[config.mk]
export PLATFORM = sky130hd
export DESIGN_NAME = tx_slot_gate_flat
export DESIGN_NICKNAME = d
export VERILOG_FILES = /design/src/rtl/tx_slot_gate_pkg.sv /design/src/rtl/tx_slot_gate_if.sv /design/src/rtl/tx_slot_timer.sv /design/src/rtl/tx_slot_gate.sv /design/src/flat_wrapper.sv
export SDC_FILE = /design/constraint.sdc
export NUM_CORES = 1
export LEC_CHECK = 0
export ABC_AREA = 1
export CORE_AREA = 2 2 375 377
export CTS_CLUSTER_SIZE = 25
export DETAILED_ROUTE_END_ITERATION = 8
export DIE_AREA = 0 0 377 379
export PLACE_DENSITY_LB_ADDON = 0.1
export SLEW_MARGIN = 0
export SYNTH_ARGS = -nofsm -noshare
export SYNTH_HDL_FRONTEND = slang
export SYNTH_HIERARCHICAL = 1
export SYNTH_SLANG_ARGS = --single-unit
export TNS_END_PERCENT = 5
[constraint.sdc]
create_clock -name axi_aclk -period 3.5 [get_ports axi_aclk]
set_input_delay 0.7 -clock axi_aclk [delete_from_list [all_inputs] [get_ports axi_aclk]]
set_output_delay 0.7 -clock axi_aclk [all_outputs]
set_load 0.05 [all_outputs]
[src/rtl/tx_slot_gate_pkg.sv]
// Shared constants, FSM encoding and small helpers for the TX slot gate.
package tx_slot_gate_pkg;

   localparam int C_M_AXIS_DATA_WIDTH  = 256;
   localparam int C_S_AXIS_DATA_WIDTH  = C_M_AXIS_DATA_WIDTH;
   localparam int C_M_AXIS_TUSER_WIDTH = 128;
   localparam int C_S_AXIS_TUSER_WIDTH = C_M_AXIS_TUSER_WIDTH;
   localparam int C_SLOT_CNT_WIDTH     = 16;

   localparam int BYTES_PER_BEAT = 32;
   localparam int BEAT_SHIFT     = $clog2(BYTES_PER_BEAT);

   // Packet length field inside tuser.
   localparam int LEN_LSB = 0;
   localparam int LEN_MSB = 15;
   localparam int LEN_W   = LEN_MSB - LEN_LSB + 1;

   localparam int STAT_W = 32;

   localparam logic [0:0] ST_IDLE = 1'b0;
   localparam logic [0:0] ST_SEND = 1'b1;

   typedef logic [C_SLOT_CNT_WIDTH-1:0] slot_cnt_t;
   typedef logic [C_SLOT_CNT_WIDTH:0]   slot_rem_t;
   typedef logic [LEN_W:0]              beats_t;
   typedef logic [STAT_W-1:0]           stat_t;

   localparam slot_cnt_t SLOT_ONE   = slot_cnt_t'(1);
   localparam beats_t    BEAT_ROUND = beats_t'(BYTES_PER_BEAT - 1);
   localparam beats_t    ONE_BEAT   = beats_t'(1);
   localparam stat_t     STAT_ONE   = stat_t'(1);

   // Widened by one bit so a 65535-byte length cannot overflow the round-up.
   function automatic beats_t len_to_beats(input logic [LEN_W-1:0] len_bytes);
      beats_t rounded;
      rounded = ({1'b0, len_bytes} + BEAT_ROUND) >> BEAT_SHIFT;
      return (len_bytes == '0) ? ONE_BEAT : rounded;
   endfunction

   function automatic stat_t stat_inc(input stat_t value);
      return (value == '1) ? value : value + STAT_ONE;
   endfunction

endpackage

[src/rtl/tx_slot_gate_if.sv]
// Packet stream bus between the TX stage, the slot gate and the output queues.
interface tx_slot_gate_if #(
   parameter int DATA_WIDTH  = tx_slot_gate_pkg::C_S_AXIS_DATA_WIDTH,
   parameter int TUSER_WIDTH = tx_slot_gate_pkg::C_S_AXIS_TUSER_WIDTH
);
   logic [DATA_WIDTH-1:0]   tdata;
   logic [DATA_WIDTH/8-1:0] tstrb;
   logic [TUSER_WIDTH-1:0]  tuser;
   logic                    tvalid;
   logic                    tlast;
   logic                    tready;

   modport master (
      output tdata,
      output tstrb,
      output tuser,
      output tvalid,
      output tlast,
      input  tready
   );

   modport slave (
      input  tdata,
      input  tstrb,
      input  tuser,
      input  tvalid,
      input  tlast,
      output tready
   );
endinterface

[src/rtl/tx_slot_timer.sv]
// Free-running slot counter with guard-window indicator, remaining-cycle count
// and wrap strobe for the TX slot gate.
module tx_slot_timer
   import tx_slot_gate_pkg::*;
(
   input  logic      axi_aclk,
   input  logic      axi_aresetn,
   input  slot_cnt_t slot_len,
   input  slot_cnt_t guard_len,
   output logic      slot_open,
   output slot_rem_t remaining,
   output logic      wrap
);

   slot_cnt_t count;
   slot_cnt_t count_nxt;
   logic      at_end;

   // ">=" rather than "==" so a shrinking slot_len cannot strand the counter.
   always_comb begin
      at_end    = (slot_len != '0) && (count >= (slot_len - SLOT_ONE));
      count_nxt = count + SLOT_ONE;
      if (slot_len == '0 || at_end) begin
         count_nxt = '0;
      end
      wrap      = at_end;
      remaining = '0;
      if (count < slot_len) begin
         remaining = {1'b0, slot_len} - {1'b0, count};
      end
   end

   always_ff @(posedge axi_aclk or negedge axi_aresetn) begin
      if (!axi_aresetn) begin
         count     <= '0;
         slot_open <= 1'b0;
      end else begin
         count     <= count_nxt;
         slot_open <= (slot_len != '0) && (guard_len <= count_nxt);
      end
   end

endmodule

[src/rtl/tx_slot_gate.sv]
// Gates packets from the TX stage into per-slot transmit windows; a packet is
// only released when it fits in what remains of the open window.
//
//   state   | meaning
//   --------+-------------------------------------------------------------
//   IDLE    | no packet in flight; head beat held until it is eligible
//   SEND    | packet in flight; stream passes straight through until tlast
module tx_slot_gate
   import tx_slot_gate_pkg::*;
(
   input  logic           axi_aclk,
   input  logic           axi_aresetn,
   tx_slot_gate_if.slave  s_axis,
   tx_slot_gate_if.master m_axis,
   input  logic           cfg_enable,
   input  slot_cnt_t      cfg_slot_len,
   input  slot_cnt_t      cfg_guard_len,
   output logic           slot_open,
   output stat_t          stat_pkts_sent,
   output stat_t          stat_pkts_deferred,
   output stat_t          stat_overruns
);

   logic [0:0] state;

   slot_rem_t slot_remaining;
   logic      slot_wrap;

   beats_t head_beats;
   logic   head_fits;
   logic   head_eligible;
   logic   head_blocked;
   logic   beat_xfer;
   logic   last_xfer;

   logic defer_flag;
   logic overrun_flag;

   logic [C_M_AXIS_DATA_WIDTH-1:0]  pass_tdata;
   logic [C_M_AXIS_TUSER_WIDTH-1:0] pass_tuser;

   tx_slot_timer u_timer (
      .axi_aclk    (axi_aclk),
      .axi_aresetn (axi_aresetn),
      .slot_len    (cfg_slot_len),
      .guard_len   (cfg_guard_len),
      .slot_open   (slot_open),
      .remaining   (slot_remaining),
      .wrap        (slot_wrap)
   );

   // Data and sideband always flow through; only the handshake is gated.
   assign pass_tdata    = s_axis.tdata;
   assign pass_tuser    = s_axis.tuser;
   assign m_axis.tdata  = pass_tdata;
   assign m_axis.tuser  = pass_tuser;
   assign m_axis.tstrb  = s_axis.tstrb;
   assign m_axis.tlast  = s_axis.tlast;
   assign m_axis.tvalid = (state == ST_SEND) && s_axis.tvalid;
   assign s_axis.tready = (state == ST_SEND) && m_axis.tready;

   always_comb begin
      head_beats    = len_to_beats(s_axis.tuser[LEN_MSB:LEN_LSB]);
      head_fits     = slot_open && (head_beats < slot_remaining);
      head_eligible = (state == ST_IDLE) && s_axis.tvalid && (!cfg_enable || head_fits);
      head_blocked  = (state == ST_IDLE) && s_axis.tvalid && !head_eligible;
      beat_xfer     = (state == ST_SEND) && s_axis.tvalid && m_axis.tready;
      last_xfer     = beat_xfer && s_axis.tlast;
   end

   always_ff @(posedge axi_aclk or negedge axi_aresetn) begin
      if (!axi_aresetn) begin
         state <= ST_IDLE;
      end else begin
         case (state)
            ST_IDLE: if (head_eligible) state <= ST_SEND;
            ST_SEND: if (last_xfer)     state <= ST_IDLE;
            default:                    state <= ST_IDLE;
         endcase
      end
   end

   // Deferrals are counted on the first blocked cycle so a head that never
   // becomes eligible is still visible in the stats.
   always_ff @(posedge axi_aclk or negedge axi_aresetn) begin
      if (!axi_aresetn) begin
         defer_flag         <= 1'b0;
         stat_pkts_deferred <= '0;
      end else begin
         if (head_blocked && !defer_flag) begin
            defer_flag         <= 1'b1;
            stat_pkts_deferred <= stat_inc(stat_pkts_deferred);
         end else if (head_eligible) begin
            defer_flag <= 1'b0;
         end
      end
   end

   // A wrap coinciding with the closing tlast still marks that packet.
   always_ff @(posedge axi_aclk or negedge axi_aresetn) begin
      if (!axi_aresetn) begin
         overrun_flag   <= 1'b0;
         stat_overruns  <= '0;
         stat_pkts_sent <= '0;
      end else begin
         if (last_xfer) begin
            stat_pkts_sent <= stat_inc(stat_pkts_sent);
            overrun_flag   <= 1'b0;
            if (overrun_flag || slot_wrap) begin
               stat_overruns <= stat_inc(stat_overruns);
            end
         end else if ((state == ST_SEND) && slot_wrap) begin
            overrun_flag <= 1'b1;
         end
      end
   end

endmodule

[src/flat_wrapper.sv]
// flat-port wrapper written by rule: the top's interface ports become plain ports
module tx_slot_gate_flat import tx_slot_gate_pkg::*;
  (axi_aclk, axi_aresetn, cfg_enable, cfg_slot_len, cfg_guard_len, slot_open, stat_pkts_sent, stat_pkts_deferred, stat_overruns, s_axis_tdata, s_axis_tstrb, s_axis_tuser, s_axis_tvalid, s_axis_tlast, s_axis_tready, m_axis_tdata, m_axis_tstrb, m_axis_tuser, m_axis_tvalid, m_axis_tlast, m_axis_tready);
  tx_slot_gate_if s_axis_i ();
  tx_slot_gate_if m_axis_i ();
  input  logic axi_aclk;
  input  logic axi_aresetn;
  input  logic cfg_enable;
  input  slot_cnt_t cfg_slot_len;
  input  slot_cnt_t cfg_guard_len;
  output logic slot_open;
  output stat_t stat_pkts_sent;
  output stat_t stat_pkts_deferred;
  output stat_t stat_overruns;
  input wire logic [$bits(s_axis_i.tdata)-1:0] s_axis_tdata;
  input wire logic [$bits(s_axis_i.tstrb)-1:0] s_axis_tstrb;
  input wire logic [$bits(s_axis_i.tuser)-1:0] s_axis_tuser;
  input wire logic [$bits(s_axis_i.tvalid)-1:0] s_axis_tvalid;
  input wire logic [$bits(s_axis_i.tlast)-1:0] s_axis_tlast;
  output wire logic [$bits(s_axis_i.tready)-1:0] s_axis_tready;
  output wire logic [$bits(m_axis_i.tdata)-1:0] m_axis_tdata;
  output wire logic [$bits(m_axis_i.tstrb)-1:0] m_axis_tstrb;
  output wire logic [$bits(m_axis_i.tuser)-1:0] m_axis_tuser;
  output wire logic [$bits(m_axis_i.tvalid)-1:0] m_axis_tvalid;
  output wire logic [$bits(m_axis_i.tlast)-1:0] m_axis_tlast;
  input wire logic [$bits(m_axis_i.tready)-1:0] m_axis_tready;
  assign s_axis_i.tdata = s_axis_tdata;
  assign s_axis_i.tstrb = s_axis_tstrb;
  assign s_axis_i.tuser = s_axis_tuser;
  assign s_axis_i.tvalid = s_axis_tvalid;
  assign s_axis_i.tlast = s_axis_tlast;
  assign s_axis_tready = s_axis_i.tready;
  assign m_axis_tdata = m_axis_i.tdata;
  assign m_axis_tstrb = m_axis_i.tstrb;
  assign m_axis_tuser = m_axis_i.tuser;
  assign m_axis_tvalid = m_axis_i.tvalid;
  assign m_axis_tlast = m_axis_i.tlast;
  assign m_axis_i.tready = m_axis_tready;
  tx_slot_gate u_core (.axi_aclk(axi_aclk), .axi_aresetn(axi_aresetn), .s_axis(s_axis_i), .m_axis(m_axis_i), .cfg_enable(cfg_enable), .cfg_slot_len(cfg_slot_len), .cfg_guard_len(cfg_guard_len), .slot_open(slot_open), .stat_pkts_sent(stat_pkts_sent), .stat_pkts_deferred(stat_pkts_deferred), .stat_overruns(stat_overruns));
endmodule
==> results of run 1 <==
[power by group through the flow]
stage / clock [mW] / sequential, mW / combinational [mW]
after floorplan: 0 / 2.36 / 2.87
after global placement: 0 / 1.94 / 3.88
after detailed placement: 0 / 1.94 / 3.87
after CTS: 2.17 / 1.92 / 4.23
after global routing: 2.20 / 1.95 / 4.81
final: 2.03 / 1.90 / 4.39
[state kept, by name (all words and copies together), names as in the netlist]
name,count
u_core/u_timer/slot_open,1
u_core/overrun_flag,1
u_core/defer_flag,1
u_core/state,1
u_core/stat_pkts_deferred,32
u_core/stat_overruns,32
u_core/stat_pkts_sent,32
u_core/u_timer/count,16
[layer usage]
layer / vias up / share of wire / global-route usage
li1: 5812 / - / -
met1: 5456 / 0.41 / 0.0982
met2: 434 / 0.48 / 0.147
met3: 160 / 0.075 / 0.0288
met4: 6 / 0.035 / 0.0392
met5: - / 0.00091 / 0.00240
[layout by cell type, fill, tap and decap left out, drive strengths merged, types with 2 or more instances in the layout]
cell,instances
a21boi,3
a21oi,29
buf,251
bufinv,4
clkbuf,20
clkdlybuf4s15,4
clkdlybuf4s50,153
clkinv,5
dfrtp,116
diode,3
dlygate4sd2,3
ha,65
inv,201
nand2,570
nand3,57
nand3b,23
nand4,68
nor2,229
nor3,44
nor3b,2
nor4,2
o21a,2
o21ai,41
o21bai,3
or2,2
xnor2,22
xor2,74
[how the worst min path moves through the flow]
stage	to	slack [ps]	depth (start not counted)
6_report	u_core/stat_pkts_deferred[22]	170	1
5_1_grt	u_core/stat_pkts_deferred[22]	170	1
4_1_cts	u_core/stat_pkts_deferred[22]	140	1
3_5_place_dp	u_core/overrun_flag	480	2
3_3_place_gp	u_core/overrun_flag	470	2
2_1_floorplan	u_core/defer_flag	400	0
[synthesized netlist by cell type (5+ instances only)]
cell | n | area (sq um)
o21ai_0 | 20 | 100
nor3_1 | 40 | 200
nor2_1 | 210 | 788
dfrtp_1 | 116 | 2900
buf_6 | 7 | 78.8
nand2_1 | 559 | 2100
ha_1 | 65 | 813
inv_1 | 185 | 694
nor2_4 | 13 | 146
xnor2_1 | 22 | 193
buf_2 | 7 | 35.0
o21ai_2 | 17 | 149
nand3b_1 | 22 | 165
buf_4 | 421 | 3160
clkbuf_1 | 7 | 26.3
xor2_1 | 74 | 648
a21oi_1 | 28 | 140
nor2_2 | 5 | 31.3
nand3_1 | 52 | 260
nand4_1 | 67 | 419
nand2_2 | 7 | 43.8
inv_2 | 12 | 45.0
[cell families (layout without fill, tap and decap cells)]
group,Yosys count,in the layout
other cells,0,3
simple gates,997,997
fa+ha+maj,66,66
buf+inv,642,642
xor+xnor,96,96
compound gates,80,80
flops,116,116
[layout make-up]
class	instances	area, sq um
Timing Repair Buffer	411	3800
Clock buffer	20	447
Multi-Input combinational cell	1239	7390
Sequential cell	116	2900
Tap cell	1807	2260
Inverter	199	754
Clock inverter	12	178
Fill cell	16127	121000
Antenna cell	3	7.51
[worst reg2reg max path: cells and delay by family (launching register included)]
family                   cells  cell delay [ps]
adder cells (fa/ha/maj)      2              560
flip-flops                   1              360
buffers and inverters        7              830
AND/OR/NAND/NOR             17             1550
[timing repair]
action | CTS | global route
setup buffers | 32 | 8
setup endpoints to repair | 67 | 69
gates resized for setup | 155 | 104
pin swaps | 46 | 66
gates cloned | 4 | 0
[stage by stage]
| step | instances | util |
|---|---|---|
| 2_1_floorplan | 1997 | - |
| 3_3_place_gp | 3729 | 0.114 |
| 3_5_place_dp | 3729 | 0.114 |
| 4_1_cts | 3797 | 0.125 |
| 5_1_grt | 3804 | 0.128 |
| 6_report | 3807 | 0.128 |
==> results list, run 1 <==
- Run status: finished, violations left
* Failing checks: setup timing
- In the global route stage, overall resource usage came out at 0.0867.
* Area Overhead vs Synth: 31.0%
- Most repeated library cell on the critical path: buf_4
- Total count of max-transition violations in the final report: 0
- The number of antenna violations at the first check in global routing was 7.
- Synthesized netlist cell count: 1997
* Start of the worst register-to-register path: u_core/u_timer/count[6]
* CTS tree: built
* Height of the die: 379 um
- In the finished design, the share of the clock period the worst path needs comes to 1.02.
- Post-synthesis area per instance: 6.78 sq um
- Input and output buffers added on the ports amount to 169.
- Final layout net count: 2504
- The tree is rooted in a clkbuf_16.
* Warning count from the yosys run: 6
- I/O Pins: 970
- Drc violations: 0
- Pre-CTS worst setup slack: -1280 ps
- No sink is reached through more buffers than the 2 on the longest clock path.
* Starting density of the core: 0.0976
- Sort of element at the end of the critical path: flop
* CP startpoint kind: input pin
* Fin Setup TNS: -66.5 ps
- In this run the worst setup path terminates at u_core/u_timer/count[9].
* EDFF count, synth: 0
* Setup clock skew after layout: 15.8 ps
* Data required, critical path: 3930 ps
- VDD IR max: 0.388 mV
- Area of all placed cells without fillers: 17700 sq um
- Worst reg-to-reg path cell count: 26
* Dpl hpwl: 51400 um
* Fraction of synthesis flops using an asynchronous set or reset pin: 1.00
- Internal power comes to 4.64 mW.
* Number of cells on the critical path: 24
- Pin count of the biggest net entering global routing: 53
* Placed instance area: 15800 sq um
- TritonCTS created 17 clock buffers.
- Clk sink count: 116
- The via count of the first global-routing pass came to 12480.
- Tmin final: 3570 ps
- Across all setup checks in the final design, the least slack found is -65.7 ps.
* Net switching power: 3.68 mW
* Fmax achieved: 280 MHz
- Compound-Gate Fraction of Synth Area: 0.0364
- The critical path contains buffers and inverters numbering 14 combined.
- For this design the static power due to leakage is 7.57 nW.
- Synthesis produced a netlist with a net count of 2517.
- On the worst path, the slowest cell contributes a delay of 280 ps.
- For the pin with the worst max-slew slack, the measured transition is 652 ps.
* Count of cell types in the netlist: 44
* Worst flop-to-flop path endpoint: u_core/stat_pkts_deferred[20]
- After detailed routing, the total wire length is 62800 um.
- Share of the synthesized netlist area taken by xor and xnor gates: 0.0621
* Number of H-tree levels: 4
- The share of the Yosys chip area taken by registers is 0.214.
- Number of endpoints failing setup at the final stage: 2
* Launching instance or port of the critical path: cfg_slot_len[4]
* Share of power burned in combinational logic: 0.528
- Switching fraction of total power: 0.443
- For this run the aggregate overflow at the end of global routing stands at 0.
- CP cell instances: buf_2 -> buf_4 -> nor2_4 -> nand2_4 -> nor3_4 -> nand4_1 -> xor2_1 -> inv_1 -> ha_4 -> a21oi_2 -> o21ai_2 -> nor2_4 -> buf_12 -> nand4_1 -> buf_4 -> buf_4 -> buf_4 -> buf_4 -> buf_4 -> buf_4 -> buf_4 -> buf_4 -> buf_4 -> inv_1
- The count of nets left with antenna violations once routing finished came out at 0.
- For this block, the initial DRC count from the detailed router was 445.
- # hold bufs at CTS: 0
- Count of vias placed by the detailed router: 11868
- The tool flagged a number of max-cap violations equal to 0.
- Relative contribution of the clock network to total power: 0.244
- In this run, synthesis produced a sequential element count of 116.
- Netlist area before placement: 13500 sq um
* Reg2Reg Setup Slack: 110 ps
- DIE AREA: 143000 sq um
- Width of the die: 377 um
- Cell with the largest stage delay on the worst path: nor3_4
* Power per standard cell area: 469 nW/um^2
* Worst Path Arrival: 4000 ps
- CTS clk-pin slew, worst paths: 70 ps
- Among cell families on the critical path, the largest total delay comes from buffers and inverters.
- Fin. Hold Viols: 0
- Along the worst path, the maximum fanout reaches 5.
- Measured against its own limit, the worst slew margin works out to 0.564.
* Share of synthesized cell area in full adder, half adder and majority cells: 0.0615
- The floorplan has 137 rows.
- The design draws 8.31 mW.
- Post-synthesis mux area share: 0
* Total iterations of the first detailed-routing run: 5
- Of the total synthesized cell area, the portion taken by AND, OR, NAND and NOR gates is 0.325.
* Share of final-layout standard cells stronger than drive strength 1: 0.256
- Register share of total power: 0.228
- Largest family of logic cells by synthesized area: simple AND/OR/NAND/NOR gates
- Hold Crit Class: input pin to asynchronous set/reset pin
- Average wire length per cell after detail routing: 16.5 um
- Crit Path Category: input pin to flop
- Unrepaired setup endpoints after global routing: yes
- Post-detailed-route via-to-cell ratio: 3.12
- Routability congestion estimate from global placement: 0.742
- Global-route wire length before repair: 88900 um
* Prevailing post-synth register cell: dfrtp_1
- Clock insertion delay at the later pin of the skew report: 490 ps
- The core region is 139000 sq um.
* Worst hold slack: 166 ps
Power figures use the tool's default switching activity.
==> run 2: changes to the inputs <==
--- a/config.mk
+++ b/config.mk
@@ -7,6 +7,7 @@
 export LEC_CHECK = 0
 export ABC_AREA = 1
 export CORE_AREA = 2 2 375 377
+export CTS_CLUSTER_DIAMETER = 30
 export CTS_CLUSTER_SIZE = 25
 export DETAILED_ROUTE_END_ITERATION = 8
 export DIE_AREA = 0 0 377 379
==> results of run 2 <==
Final layout, timing and power as in run 1 (identical DEF).
==> run 3: changes to the inputs <==
--- a/config.mk
+++ b/config.mk
@@ -12,7 +12,6 @@
 export DETAILED_ROUTE_END_ITERATION = 8
 export DIE_AREA = 0 0 377 379
 export PLACE_DENSITY_LB_ADDON = 0.1
-export SLEW_MARGIN = 0
 export SYNTH_ARGS = -nofsm -noshare
 export SYNTH_HDL_FRONTEND = slang
 export SYNTH_HIERARCHICAL = 1
==> results of run 3 <==
Final layout, timing and power as in run 1 (identical DEF).
